File: src/rtl/clk_div_pkg.sv
`default_nettype none
// +----------------------------------------------------------------------+
// | clk_div_pkg                                                          |
// | Shared state encoding and constants for the clock divider control.   |
// | Revision: 1.0                                                        |
// +----------------------------------------------------------------------+
package clk_div_pkg;

    typedef enum logic [1:0] {
        IDLE = 2'd0,
        RUN  = 2'd1,
        PEND = 2'd2
    } state_t;

    localparam int MIN_DIV       = 2;
    localparam int DEFAULT_WIDTH = 8;

endpackage
`default_nettype wire

File: src/rtl/div_counter.sv
`default_nettype none
// +----------------------------------------------------------------------+
// | div_counter                                                          |
// | Period counter with wrap detect and high/low phase compare.          |
// | Revision: 1.0                                                        |
// +----------------------------------------------------------------------+
module div_counter #(
    parameter int WIDTH = 8
) (
    input  logic             clk,
    input  logic             rst,
    input  logic             i_start,
    input  logic             i_run,
    input  logic [WIDTH-1:0] i_div,
    output logic             o_wrap,
    output logic             o_clk_out,
    output logic             o_tick
);

    logic [WIDTH-1:0] r_cnt;
    logic [WIDTH-1:0] w_cnt_nxt;
    logic [WIDTH-1:0] w_half;
    logic             w_wrap;
    logic             r_clk_out;
    logic             r_tick;

    always_comb begin
        w_half    = i_div >> 1;
        w_wrap    = (r_cnt == (i_div - WIDTH'(1)));
        w_cnt_nxt = w_wrap ? '0 : (r_cnt + WIDTH'(1));
    end

    // Output phase is derived from the post-edge count so clk_out and tick
    // line up with the count value they describe.
    always_ff @(posedge clk) begin
        if (rst) begin
            r_cnt     <= '0;
            r_clk_out <= 1'b0;
            r_tick    <= 1'b0;
        end else if (i_start) begin
            r_cnt     <= '0;
            r_clk_out <= 1'b1;
            r_tick    <= 1'b1;
        end else if (i_run) begin
            r_cnt     <= w_cnt_nxt;
            r_clk_out <= (w_cnt_nxt < w_half);
            r_tick    <= (w_cnt_nxt == '0);
        end else begin
            r_cnt     <= '0;
            r_clk_out <= 1'b0;
            r_tick    <= 1'b0;
        end
    end

    assign o_wrap    = w_wrap;
    assign o_clk_out = r_clk_out;
    assign o_tick    = r_tick;

endmodule
`default_nettype wire

File: src/rtl/clk_div_ctrl.sv
`default_nettype none
// +----------------------------------------------------------------------+
// | clk_div_ctrl                                                         |
// | Programmable clock divider with glitch-free ratio change handshake.  |
// | Revision: 1.0                                                        |
// +----------------------------------------------------------------------+
module clk_div_ctrl
    import clk_div_pkg::*;
#(
    parameter int WIDTH       = DEFAULT_WIDTH,
    parameter int DEFAULT_DIV = 2
) (
    input  logic             cl,
    input  logic             rst,
    input  logic             en,
    input  logic             div_req,
    input  logic [WIDTH-1:0] div_val,
    output logic             clk_out,
    output logic             tick,
    output logic             div_ack,
    output logic             div_err,
    output logic             busy
);

    localparam logic [WIDTH-1:0] c_min_div     = WIDTH'(MIN_DIV);
    localparam logic [WIDTH-1:0] c_default_div = WIDTH'(DEFAULT_DIV);

    state_t           r_state;
    state_t           w_state_nxt;
    logic [WIDTH-1:0] r_div;
    logic [WIDTH-1:0] w_div_nxt;
    logic [WIDTH-1:0] r_pend_div;
    logic [WIDTH-1:0] w_pend_div_nxt;
    logic             r_div_ack;
    logic             w_div_ack_nxt;
    logic             r_div_err;
    logic             r_busy;
    logic             w_req_ok;
    logic             w_req_bad;
    logic             w_wrap;
    logic             w_start;
    logic             w_run;

    assign w_req_ok  = div_req && (div_val >= c_min_div);
    assign w_req_bad = div_req && (div_val <  c_min_div);
    assign w_start   = (r_state == IDLE) && en;
    assign w_run     = (r_state != IDLE) && en;

    always_ff @(posedge cl) begin
        if (rst) begin
            r_state    <= IDLE;
            r_div      <= c_default_div;
            r_pend_div <= c_default_div;
            r_div_ack  <= 1'b0;
            r_div_err  <= 1'b0;
            r_busy     <= 1'b0;
        end else begin
            r_state    <= w_state_nxt;
            r_div      <= w_div_nxt;
            r_pend_div <= w_pend_div_nxt;
            r_div_ack  <= w_div_ack_nxt;
            r_div_err  <= w_req_bad;
            r_busy     <= (w_state_nxt == PEND);
        end
    end

    always_comb begin
        w_state_nxt    = r_state;
        w_div_nxt      = r_div;
        w_pend_div_nxt = r_pend_div;
        w_div_ack_nxt  = 1'b0;
        case (r_state)
            IDLE: begin
                if (w_req_ok) begin
                    w_div_nxt     = div_val;
                    w_div_ack_nxt = 1'b1;
                end
                if (en) begin
                    w_state_nxt = RUN;
                end
            end
            RUN: begin
                if (!en) begin
                    w_state_nxt = IDLE;
                    if (w_req_ok) begin
                        w_div_nxt     = div_val;
                        w_div_ack_nxt = 1'b1;
                    end
                end else if (w_req_ok) begin
                    w_pend_div_nxt = div_val;
                    w_state_nxt    = PEND;
                end
            end
            PEND: begin
                if (!en) begin
                    // A same-edge request is an idle load and supersedes the pending ratio.
                    w_state_nxt   = IDLE;
                    w_div_ack_nxt = 1'b1;
                    w_div_nxt     = w_req_ok ? div_val : r_pend_div;
                end else if (w_wrap) begin
                    // Request landing on the wrap edge waits for the next wrap.
                    w_div_nxt     = r_pend_div;
                    w_div_ack_nxt = 1'b1;
                    if (w_req_ok) begin
                        w_pend_div_nxt = div_val;
                        w_state_nxt    = PEND;
                    end else begin
                        w_state_nxt = RUN;
                    end
                end else if (w_req_ok) begin
                    w_pend_div_nxt = div_val;
                end
            end
            default: begin
                w_state_nxt = IDLE;
            end
        endcase
    end

    div_counter #(
        .WIDTH (WIDTH)
    ) u_div_counter (
        .clk       (cl),
        .rst       (rst),
        .i_start   (w_start),
        .i_run     (w_run),
        .i_div     (r_div),
        .o_wrap    (w_wrap),
        .o_clk_out (clk_out),
        .o_tick    (tick)
    );

    assign div_ack = r_div_ack;
    assign div_err = r_div_err;
    assign busy    = r_busy;

endmodule
`default_nettype wire

File: config.mk
export PLATFORM = sky130hd
export DESIGN_NAME = clk_div_ctrl
export DESIGN_NICKNAME = d
export VERILOG_FILES = /design/src/rtl/clk_div_pkg.sv /design/src/rtl/div_counter.sv /design/src/rtl/clk_div_ctrl.sv
export SDC_FILE = /design/constraint.sdc
export NUM_CORES = 1
export LEC_CHECK = 0
export ABC_AREA = 1
export ABC_CLOCK_PERIOD_IN_PS = 2400
export CAP_MARGIN = 20
export CORE_ASPECT_RATIO = 1.1
export CORE_MARGIN = 8
export CORE_UTILIZATION = 58
export DETAILED_ROUTE_END_ITERATION = 10
export PLACE_DENSITY = 0.79
export SKIP_CTS_REPAIR_TIMING = 1
export SLEW_MARGIN = 20
export SYNTH_ARGS = -nofsm -noshare
export SYNTH_HDL_FRONTEND = slang
export SYNTH_HIERARCHICAL = 1
export SYNTH_SLANG_ARGS = --single-unit
export TNS_END_PERCENT = 20
File: constraint.sdc
create_clock -name cl -period 2.4 [get_ports cl]
set_input_delay 0.48 -clock cl [delete_from_list [all_inputs] [get_ports cl]]
set_output_delay 0.48 -clock cl [all_outputs]
set_load 0.05 [all_outputs]
======== Yosys cells after proc, flatten, opt, wreduce, memory -nomap -nowiden ========
Cells that the tools add are included.
cells by class
  add/sub/neg operators ................... 2
  order comparisons ....................... 3
  multiplexer cells ....................... 25
  equality and inequality tests ........... 7
  bitwise logic cells ..................... 1
  reductions and logical operators ........ 13
operators with widths
  kind                                                   count
  2-to-1 mux 8 bit                                       8
  one-hot mux 8 bit (3 select lines)                     1
  2-to-1 mux 2 bit                                       6
  adder 8 x 1 -> 8 bit, second input constant            1
  equality test 8 bit                                    1
  >= comparator 8 x 2 -> 1 bit, second input constant    1
  zero test 8 bit                                        1
  < comparator 8 x 2 -> 1 bit, second input constant     1
  < comparator 8 x 7 -> 1 bit                            1
  2-to-1 mux 1 bit                                       8
  subtractor 8 x 1 -> 8 bit, second input constant       1
  one-hot mux 2 bit (3 select lines)                     1
  equality test 2 bit, second input constant             2
  logical AND 1 bit                                      4
  nonzero test 2 bit                                     2
  inequality test 3 x 2 -> 1 bit, second input constant  1
  one-hot mux 1 bit (3 select lines)                     1
  AND reduction 3 bit                                    1
  nonzero test 3 bit                                     1
  OR reduction 3 bit                                     1
  equality test 2 x 1 -> 1 bit, second input constant    1
  zero test 2 bit                                        1
  inequality test 2 x 1 -> 1 bit, second input constant  1
  inequality test 2 bit, second input constant           1
  3 further kinds                                        3
word-level totals
  bits in registers ....................... 31

======== Logic depth before layout (Yosys ltp) ========
Gate-level depths: netlist (run 1).
  word-level depth ........................ 7
  depth in mapped cells ................... 20
  mapped depth without buffers ............ 20

======== Modules after synthesis ========
The synthesis (run 1) kept the hierarchy.
modules (own cells, without submodules)
  module        area an instance (µm²)  sequential area each (µm²)  instances  cells an instance
  clk_div_ctrl  1237.4                  420.4                       1          191
  div_counter   953.4                   200.2                       1          162

======== Worst setup path after synthesis (run 1) ========
No wires, ideal clock.
  kind .................................... register -> register
  start point ............................. register r_div[0]
  end point ............................... register u_div_counter.r_clk_out, in the netlist u_div_counter/o_clk_out
  period minus slack after synthesis ...... 2.165 ns
  setup slack ............................. 0.235 ns
  library setup time ...................... 0.066 ns
  buffers on the path ..................... 0
  required time ........................... 2.334 ns
  arrival ................................. 2.099 ns
  cell stages (with the launch flop) ...... 19
  path through ............................ dfxtp_1 inv_2 ha_1 nand2_1 inv_1 nor2_1 nand2_1 nor2_1 nand3_1 nor2_2 nand2_4 nand2_1 inv_1 ha_1 nand3_1 nand3_1 a21oi_1 nand2_1 a21oi_2
between the ends
  longest elaborated chain between the ends .. 6
RTL lines
  element                               RTL line            text
  start: declaration                    clk_div_ctrl.sv:30  logic [WIDTH-1:0] r_div;
  start signal: assignment              clk_div_ctrl.sv:52  r_div <= c_default_div;
  start signal: assignment              clk_div_ctrl.sv:59  r_div <= w_div_nxt;
  subtractor 8 x 1 -> 8 bit             div_counter.sv:29   w_wrap = (r_cnt == (i_div - WIDTH'(1)));
  equality test 8 bit                   div_counter.sv:29
  2-to-1 mux 8 bit                      div_counter.sv:30   w_cnt_nxt = w_wrap ? '0 : (r_cnt + WIDTH'(1));
  named net u_div_counter.w_cnt_nxt[6]  div_counter.sv:21   logic [WIDTH-1:0] w_cnt_nxt;
  < comparator 8 x 7 -> 1 bit           div_counter.sv:46   r_clk_out <= (w_cnt_nxt < w_half);
  2-to-1 mux 1 bit                      div_counter.sv:44   end else if (i_run) begin
  2-to-1 mux 1 bit                      div_counter.sv:40   end else if (i_start) begin
  end signal: assignment                div_counter.sv:46
  end: declaration                      div_counter.sv:24   logic r_clk_out;
The timed path passes the listed nets, and every way through them passes these cells.
A chain may end at the register's enable or synchronous reset.

======== Final worst setup path (run 1) ========
  start point ............................. register r_div[1]
  end point ............................... register u_div_counter.r_clk_out, in the netlist u_div_counter/o_clk_out
between the ends
  longest elaborated chain between the ends .. 6
RTL lines
  element                               RTL line            text
  subtractor 8 x 1 -> 8 bit             div_counter.sv:29
  equality test 8 bit                   div_counter.sv:29
  named net w_wrap                      clk_div_ctrl.sv:40  logic w_wrap;
  2-to-1 mux 8 bit                      div_counter.sv:30
  named net u_div_counter.w_cnt_nxt[1]  div_counter.sv:21
  < comparator 8 x 7 -> 1 bit           div_counter.sv:46
  2-to-1 mux 1 bit                      div_counter.sv:44
  2-to-1 mux 1 bit                      div_counter.sv:40
The timed path passes the listed nets, and every way through them passes these cells.

==> results of run 1 <==
cells by family after synthesis:
| family | Yosys count | share of synthesized area |
|---|---|---|
| simple gates | 170 | 0.332 |
| compound gates | 55 | 0.140 |
| flops | 31 | 0.283 |
| buf+inv | 77 | 0.144 |
| fa+ha+maj | 12 | 0.0685 |
| xor+xnor | 8 | 0.0320 |
state kept, by name, summed over array words and instances (netlist names):
| register | count |
|---|---|
| div_ack | 1 |
| busy | 1 |
| u_div_counter/o_tick | 1 |
| u_div_counter/r_cnt | 8 |
| r_div | 8 |
| u_div_counter/o_clk_out | 1 |
| div_err | 1 |
| r_state | 2 |
| r_pend_div | 8 |
cells in the mapped netlist:
cell type	count
sky130_fd_sc_hd__clkinv_2	1
sky130_fd_sc_hd__nand2_4	3
sky130_fd_sc_hd__o21a_1	1
sky130_fd_sc_hd__nor3_2	1
sky130_fd_sc_hd__nand4_1	1
sky130_fd_sc_hd__inv_1	63
sky130_fd_sc_hd__nor2_4	1
sky130_fd_sc_hd__nand2_1	92
sky130_fd_sc_hd__nand3_1	16
sky130_fd_sc_hd__xor2_1	6
sky130_fd_sc_hd__nor2_1	42
sky130_fd_sc_hd__a21oi_2	1
sky130_fd_sc_hd__nand2_2	5
sky130_fd_sc_hd__dfxtp_1	31
sky130_fd_sc_hd__o21bai_1	1
sky130_fd_sc_hd__a21o_1	1
sky130_fd_sc_hd__o22ai_1	8
sky130_fd_sc_hd__clkbuf_1	2
sky130_fd_sc_hd__buf_4	1
sky130_fd_sc_hd__o21ai_0	17
sky130_fd_sc_hd__xnor2_1	2
sky130_fd_sc_hd__buf_6	3
sky130_fd_sc_hd__a31oi_2	1
sky130_fd_sc_hd__o211ai_1	1
sky130_fd_sc_hd__nor3_1	4
sky130_fd_sc_hd__a21oi_1	22
sky130_fd_sc_hd__o21ai_1	2
sky130_fd_sc_hd__inv_2	7
sky130_fd_sc_hd__ha_1	12
sky130_fd_sc_hd__nor2_2	5
power groups by stage:
stage | Combinational (mW) | Clock, mW | Sequential, mW
floorplan | 0.247 | 0 | 0.605
global placement | 0.335 | 0 | 0.592
detailed placement | 0.340 | 0 | 0.594
CTS | 0.342 | 0.545 | 0.582
global route | 0.423 | 0.563 | 0.589
finish | 0.373 | 0.530 | 0.584
cell type report:
| class | count | area [um2] |
|---|---|---|
| fill | 312 | 968 |
| timing repair buffer | 24 | 220 |
| sequential | 31 | 626 |
| clock buffer | 6 | 82.6 |
| inverter | 71 | 277 |
| tap | 50 | 62.6 |
| timing repair inverter | 1 | 5.00 |
| clock inverter | 2 | 35.0 |
| multi-input combinational | 245 | 1350 |
worst paths after layout:
path	startpoint	to	slack, ps	cells past startpoint
hold reg to reg	r_pend_div[1]	r_pend_div[1]	480	2
setup / recovery	r_div[1]	u_div_counter/o_clk_out	120	20
setup reg to reg	r_div[1]	u_div_counter/o_clk_out	120	20
hold / removal	r_pend_div[1]	r_pend_div[1]	480	2
metal layers:
metal  wire length (um)  global-route usage  part of all wire
met1               2300               0.218              0.44
met2               2590               0.289              0.50
met3                160              0.0374             0.031
met4                136              0.0843             0.026
met5                  0                   0                 0
stage by stage:
stage          setup WS, ps  utilization  setup TNS [ps]  hold slack, ps
2_1_floorplan           235            -               0             443
3_3_place_gp            131        0.658               0             452
3_5_place_dp           39.0        0.658               0             462
4_1_cts                25.4        0.691               0             478
5_1_grt                -107        0.733            -140             522
6_report                120        0.733               0             477
critical path: stages (launching register included):
cell                      delay, ps
sky130_fd_sc_hd__dfxtp_4        370
sky130_fd_sc_hd__inv_4           40
sky130_fd_sc_hd__ha_4           230
sky130_fd_sc_hd__nand2_2         60
sky130_fd_sc_hd__inv_2           30
sky130_fd_sc_hd__nor2_2          90
sky130_fd_sc_hd__nand2_1         50
sky130_fd_sc_hd__nor2_1          80
sky130_fd_sc_hd__nand3_1         90
sky130_fd_sc_hd__nor2_2         160
sky130_fd_sc_hd__nand2_4        140
sky130_fd_sc_hd__inv_6          120
sky130_fd_sc_hd__nor2_4          50
sky130_fd_sc_hd__ha_1           280
sky130_fd_sc_hd__nand2_1         60
sky130_fd_sc_hd__nand2_1         50
sky130_fd_sc_hd__nand2_1         50
sky130_fd_sc_hd__nand2_1         40
sky130_fd_sc_hd__nand2_1         60
sky130_fd_sc_hd__nand2_1         60
sky130_fd_sc_hd__a21oi_2        120
==> qor.log, run 1 <==
qor: outcome.status completed
qor: clocking.clock_tree_from_tritoncts done
qor: grt.grtUsageTotal 0.179
qor: min_path.worstHoldPathType flip-flop to flip-flop
qor: route.drc 0
qor: cells_and_area.fin_cells 430
qor: cells_and_area.n_antenna_cell 0
qor: logic_synthesis.synth_seq_cells 31
qor: timing.setup_repair_after_global_routing_missed_its_margin yes
qor: grt.grt-ovfl-total 0
qor: place.placedInstanceArea 2390 um2
qor: power.power.ir.vdd_worst 417 uV
qor: route.ant_nets 0
qor: route.post_detailed_route_wirelength_per_cell 12.0 um
qor: route.drt_pre_antenna_iters 4
qor: power.total_power 1.49 mW
qor: grt.maximum_number_of_pins_on_one_net_before_global_route_repair 18
qor: die.start_util 0.604
qor: cells_and_area.finish.instance_area 2660 um2
qor: power.share_seq_of_total_power 0.393
qor: logic_synthesis.yosysTopAreaCell sky130_fd_sc_hd__dfxtp_1
qor: setup_path.required_worst_endpoint 2620 ps
qor: power.power.share.switching 0.306
qor: route.detailroute.via_count 2,149
qor: timing.fmaxAchievable 439 MHz
qor: die.core_region_area 3630 um2
qor: die.num_rows 23
qor: timing.pins_over_slew_limit 0
qor: route.detail_route.wirelength 5.18 mm
qor: route.post_drt_via_cell_ratio 5.00
qor: clocking.cts.sinks 31
qor: logic_synthesis.synth.yosys.seq_area_share 0.283
qor: cells_and_area.fin_nets 403
qor: timing.final-setup-viol-count 0
qor: timing.max_slew.worst_pin.slew 498 ps
qor: timing.layout_worst_path_cycle_share 0.950
qor: grt.global_route_wire_length_before_repair 8.49 mm
qor: power.switching_power 0.455 mW
qor: logic_synthesis.synth_area_per_cell 6.21 um2
qor: setup_path.setup.worst_path.class flip-flop to flip-flop
qor: logic_synthesis.synth.distinct_cells 30
qor: power.share_comb_of_total_power 0.251
qor: cells_and_area.final_cell_mix sky130_fd_sc_hd__nand2_1, sky130_fd_sc_hd__inv_1, sky130_fd_sc_hd__nor2_1, sky130_fd_sc_hd__dfxtp_1, sky130_fd_sc_hd__a21oi_1
qor: run.timing.max_cap.violations 0
qor: setup_path.worstPathMaxFanout 7
qor: clocking.worst_skew_late_latency 280 ps
qor: place.routabilityCongestion 0.861
qor: power.power_density 559 nW/um2
qor: clocking.numCtsBuffers 5
qor: die.die_width 74.6 um
qor: cells_and_area.layout-drive-gt1-share 0.158
qor: clocking.clock_tree.buffer_depth 2
qor: clocking.cts.clk_slew.worst_paths 70 ps
qor: setup_path.worstPathArrival 2500 ps
qor: setup_path.start_kind flip-flop
qor: die.fp.dieArea 6000 um2
qor: place.io_buffer_count 16
qor: logic_synthesis.synthesis.yosys.warnings 6
qor: grt.first_global_vias 2,011
qor: power.p_clk_frac 0.356
qor: timing.timing.slew.headroom 0.667
qor: power.total_leakage_power 1.31 nW
qor: setup_path.critPathCaptureType flip-flop
qor: die.die_height 80.5 um
qor: cells_and_area.area_growth 21.3%
qor: logic_synthesis.synthCells 353
qor: route.first_iter_violations 129
qor: timing.fin_worst_skew 4.55 ps
qor: logic_synthesis.total_standard_cell_area_after_synthesis 2190 um2
qor: logic_synthesis.syn-num-nets 377
qor: clocking.cts-htree-levels 2
qor: die.floorplan.io_pins 17
qor: place.detailedPlacementHpwl 3.68 mm
qor: place.place.detailed.instances 416
qor: logic_synthesis.ranking_of_synthesized_cells_by_area sky130_fd_sc_hd__dfxtp_1, sky130_fd_sc_hd__nand2_1, sky130_fd_sc_hd__inv_1
qor: timing.period_minus_slack 2280 ps
qor: clocking.clk_root_buffer_cell sky130_fd_sc_hd__clkbuf_8
qor: power.power_report.internal_total 1.03 mW
qor: cells_and_area.layout.cells.most_common sky130_fd_sc_hd__nand2_1
qor: logic_synthesis.area_share_of_the_largest_cell_type_after_synthesis 0.283
qor: timing.finalHoldViolations 0
qor: grt.antenna_found_initial 0
No activity file was read; power rests on OpenSTA's default activity.
==> run 2, diff against run 1 <==
REMOVE_ABC_BUFFERS = 1   (was unset)
==> run 2 against run 1 <==
Effect of this change: flip-flop and latch count unchanged; first-iteration DRC count rose by 15%; non-clock buffer count is 3 higher; via count rose by 3.9%; combinational power is 5% higher; final cell count rose by 0.70%; global-route usage about the same; worst setup slack got worse by 78 ps; critical path type unchanged; critical endpoint unchanged; largest cell class unchanged; largest power group unchanged.
==> qor.log, run 2 (synthesis results as in run 1) <==
qor: power.power.ir.vdd_worst 466 uV
qor: clocking.clk_root_buffer_cell sky130_fd_sc_hd__clkbuf_8
qor: timing.layout_worst_path_cycle_share 0.983
qor: cells_and_area.final_cell_mix sky130_fd_sc_hd__nand2_1, sky130_fd_sc_hd__inv_1, sky130_fd_sc_hd__nor2_1, sky130_fd_sc_hd__dfxtp_1, sky130_fd_sc_hd__a21oi_1
qor: clocking.cts-htree-levels 2
qor: cells_and_area.layout-drive-gt1-share 0.188
qor: cells_and_area.largest_regs r_div: 8 flops, r_pend_div: 8 flops, u_div_counter/r_cnt: 8 flops
qor: grt.grt-ovfl-total 0
qor: grt.global_route_wire_length_before_repair 8.51 mm
qor: grt.grtUsageTotal 0.179
qor: outcome.status completed
qor: cells_and_area.n_antenna_cell 0
qor: route.first_iter_violations 148
qor: timing.timing.slew.headroom 0.666
qor: timing.setup_slack 42.0 ps
qor: route.drt_pre_antenna_iters 4
qor: die.num_rows 23
qor: die.core_region_area 3630 um2
qor: setup_path.required_worst_endpoint 2620 ps
qor: die.die_height 80.5 um
qor: timing.final-setup-viol-count 0
qor: setup_path.setup.worst_path.class flip-flop to flip-flop
qor: cells_and_area.multi_input_area 1400 um2
qor: timing.finalHoldViolations 0
qor: die.start_util 0.604
qor: power.total_power 1.42 mW
qor: place.pre_cts_ws 33.3 ps
qor: run.timing.max_cap.violations 0
qor: setup_path.critPathCaptureType flip-flop
qor: clocking.worst_skew_late_latency 280 ps
qor: setup_path.reg2regPathDepth 18
qor: grt.maximum_number_of_pins_on_one_net_before_global_route_repair 18
qor: cells_and_area.fin_nets 406
qor: timing.fmaxAchievable 424 MHz
qor: timing.period_minus_slack 2360 ps
qor: route.detailroute.via_count 2,233
qor: die.fp.dieArea 6000 um2
qor: cells_and_area.layout.cells.most_common sky130_fd_sc_hd__nand2_1
qor: setup_path.worstPathMaxFanout 7
qor: clocking.cts.clk_slew.worst_paths 60 ps
qor: grt.antenna_found_initial 0
qor: clocking.clock_tree.buffer_depth 2
qor: place.io_buffer_count 16
qor: place.detailedPlacementHpwl 3.69 mm
qor: cells_and_area.storage_element_area 623 um2
qor: timing.worst_hold_slack 484 ps
qor: setup_path.start_kind flip-flop
qor: die.floorplan.io_pins 17
qor: route.detail_route.wirelength 5.41 mm
qor: route.post_detailed_route_wirelength_per_cell 12.5 um
qor: clocking.cts.sinks 31
qor: power.total_leakage_power 1.31 nW
qor: die.die_width 74.6 um
qor: clocking.numCtsBuffers 5
qor: timing.pins_over_slew_limit 0
qor: route.ant_nets 0
qor: cells_and_area.number_of_filler_cells_placed_in_the_layout 300
qor: timing.max_slew.worst_pin.slew 499 ps
qor: min_path.worstHoldPathType flip-flop to flip-flop
qor: clocking.clock_tree_from_tritoncts done
qor: timing.setup_repair_after_global_routing_missed_its_margin yes
qor: route.drc 0
qor: place.routabilityCongestion 0.908
qor: setup_path.worstPathArrival 2570 ps
qor: cells_and_area.area_growth 23.8%
qor: power.power_density 524 nW/um2
qor: grt.first_global_vias 2,031
qor: min_path.hold_path_depth 2
qor: route.post_drt_via_cell_ratio 5.16
qor: timing.fin_worst_skew 2.29 ps
[run 2: per-layer routing]
| metal | global-route usage | part of all wire | vias to the layer above | routed length [um] |
|---|---|---|---|---|
| met5 | 0 | 0 | - | 0 |
| met4 | 0.0725 | 0.032 | 0 | 175 |
| met3 | 0.0399 | 0.038 | 16 | 205 |
| met2 | 0.315 | 0.50 | 58 | 2680 |
| met1 | 0.199 | 0.43 | 1006 | 2340 |
| li1 | - | - | 1153 | - |
[run 2: cell type report]
class,instances,area share
multi-input cells,245,0.518
flip-flops and latches,31,0.230
repair inverters,1,0.00185
inverters,71,0.101
repair buffers,27,0.0895
well taps,50,0.0231
clock buffers,8,0.0369
[run 2: power by group]
| group | internal, mW | leakage (nW) | switching (mW) |
|---|---|---|---|
| registers | 0.551 | 0.254 | 0.0323 |
| clock network | 0.261 | 0.0515 | 0.186 |
| logic | 0.152 | 1.01 | 0.237 |
[run 2: stage by stage]
| stage | instance area (um2) | util | setup TNS [ps] | cells |
|---|---|---|---|---|
| floorplan | 2140 | - | 0 | 347 |
| global placement | 2390 | 0.658 | 0 | 416 |
| detailed placement | 2390 | 0.658 | 0 | 416 |
| CTS | 2490 | 0.686 | 0 | 424 |
| global route | 2710 | 0.748 | -661 | 433 |
| finish | 2710 | 0.748 | 0 | 433 |
[run 2: path summary, 6_finish.rpt]
path | from | to | slack, ps
worst max-delay path | r_div[1] | u_div_counter/o_clk_out | 40
worst max register to register | r_div[1] | u_div_counter/o_clk_out | 40
worst min-delay path | r_pend_div[1] | r_pend_div[1] | 480
worst min register to register | r_pend_div[1] | r_pend_div[1] | 480
[run 2: critical path, stage by stage (launching register included)]
cell,delay [ps]
sky130_fd_sc_hd__dfxtp_2,360
sky130_fd_sc_hd__inv_2,50
sky130_fd_sc_hd__ha_4,240
sky130_fd_sc_hd__nand2_2,60
sky130_fd_sc_hd__inv_2,30
sky130_fd_sc_hd__nor2_2,80
sky130_fd_sc_hd__nand2_1,70
sky130_fd_sc_hd__nor2_1,110
sky130_fd_sc_hd__nand3_1,100
sky130_fd_sc_hd__nor2_2,170
sky130_fd_sc_hd__nand2_4,140
sky130_fd_sc_hd__nand2_4,120
sky130_fd_sc_hd__inv_2,50
sky130_fd_sc_hd__ha_4,140
sky130_fd_sc_hd__nor2_1,130
sky130_fd_sc_hd__nand3_2,100
sky130_fd_sc_hd__a21oi_2,140
sky130_fd_sc_hd__nand2_1,80
sky130_fd_sc_hd__a21oi_2,120
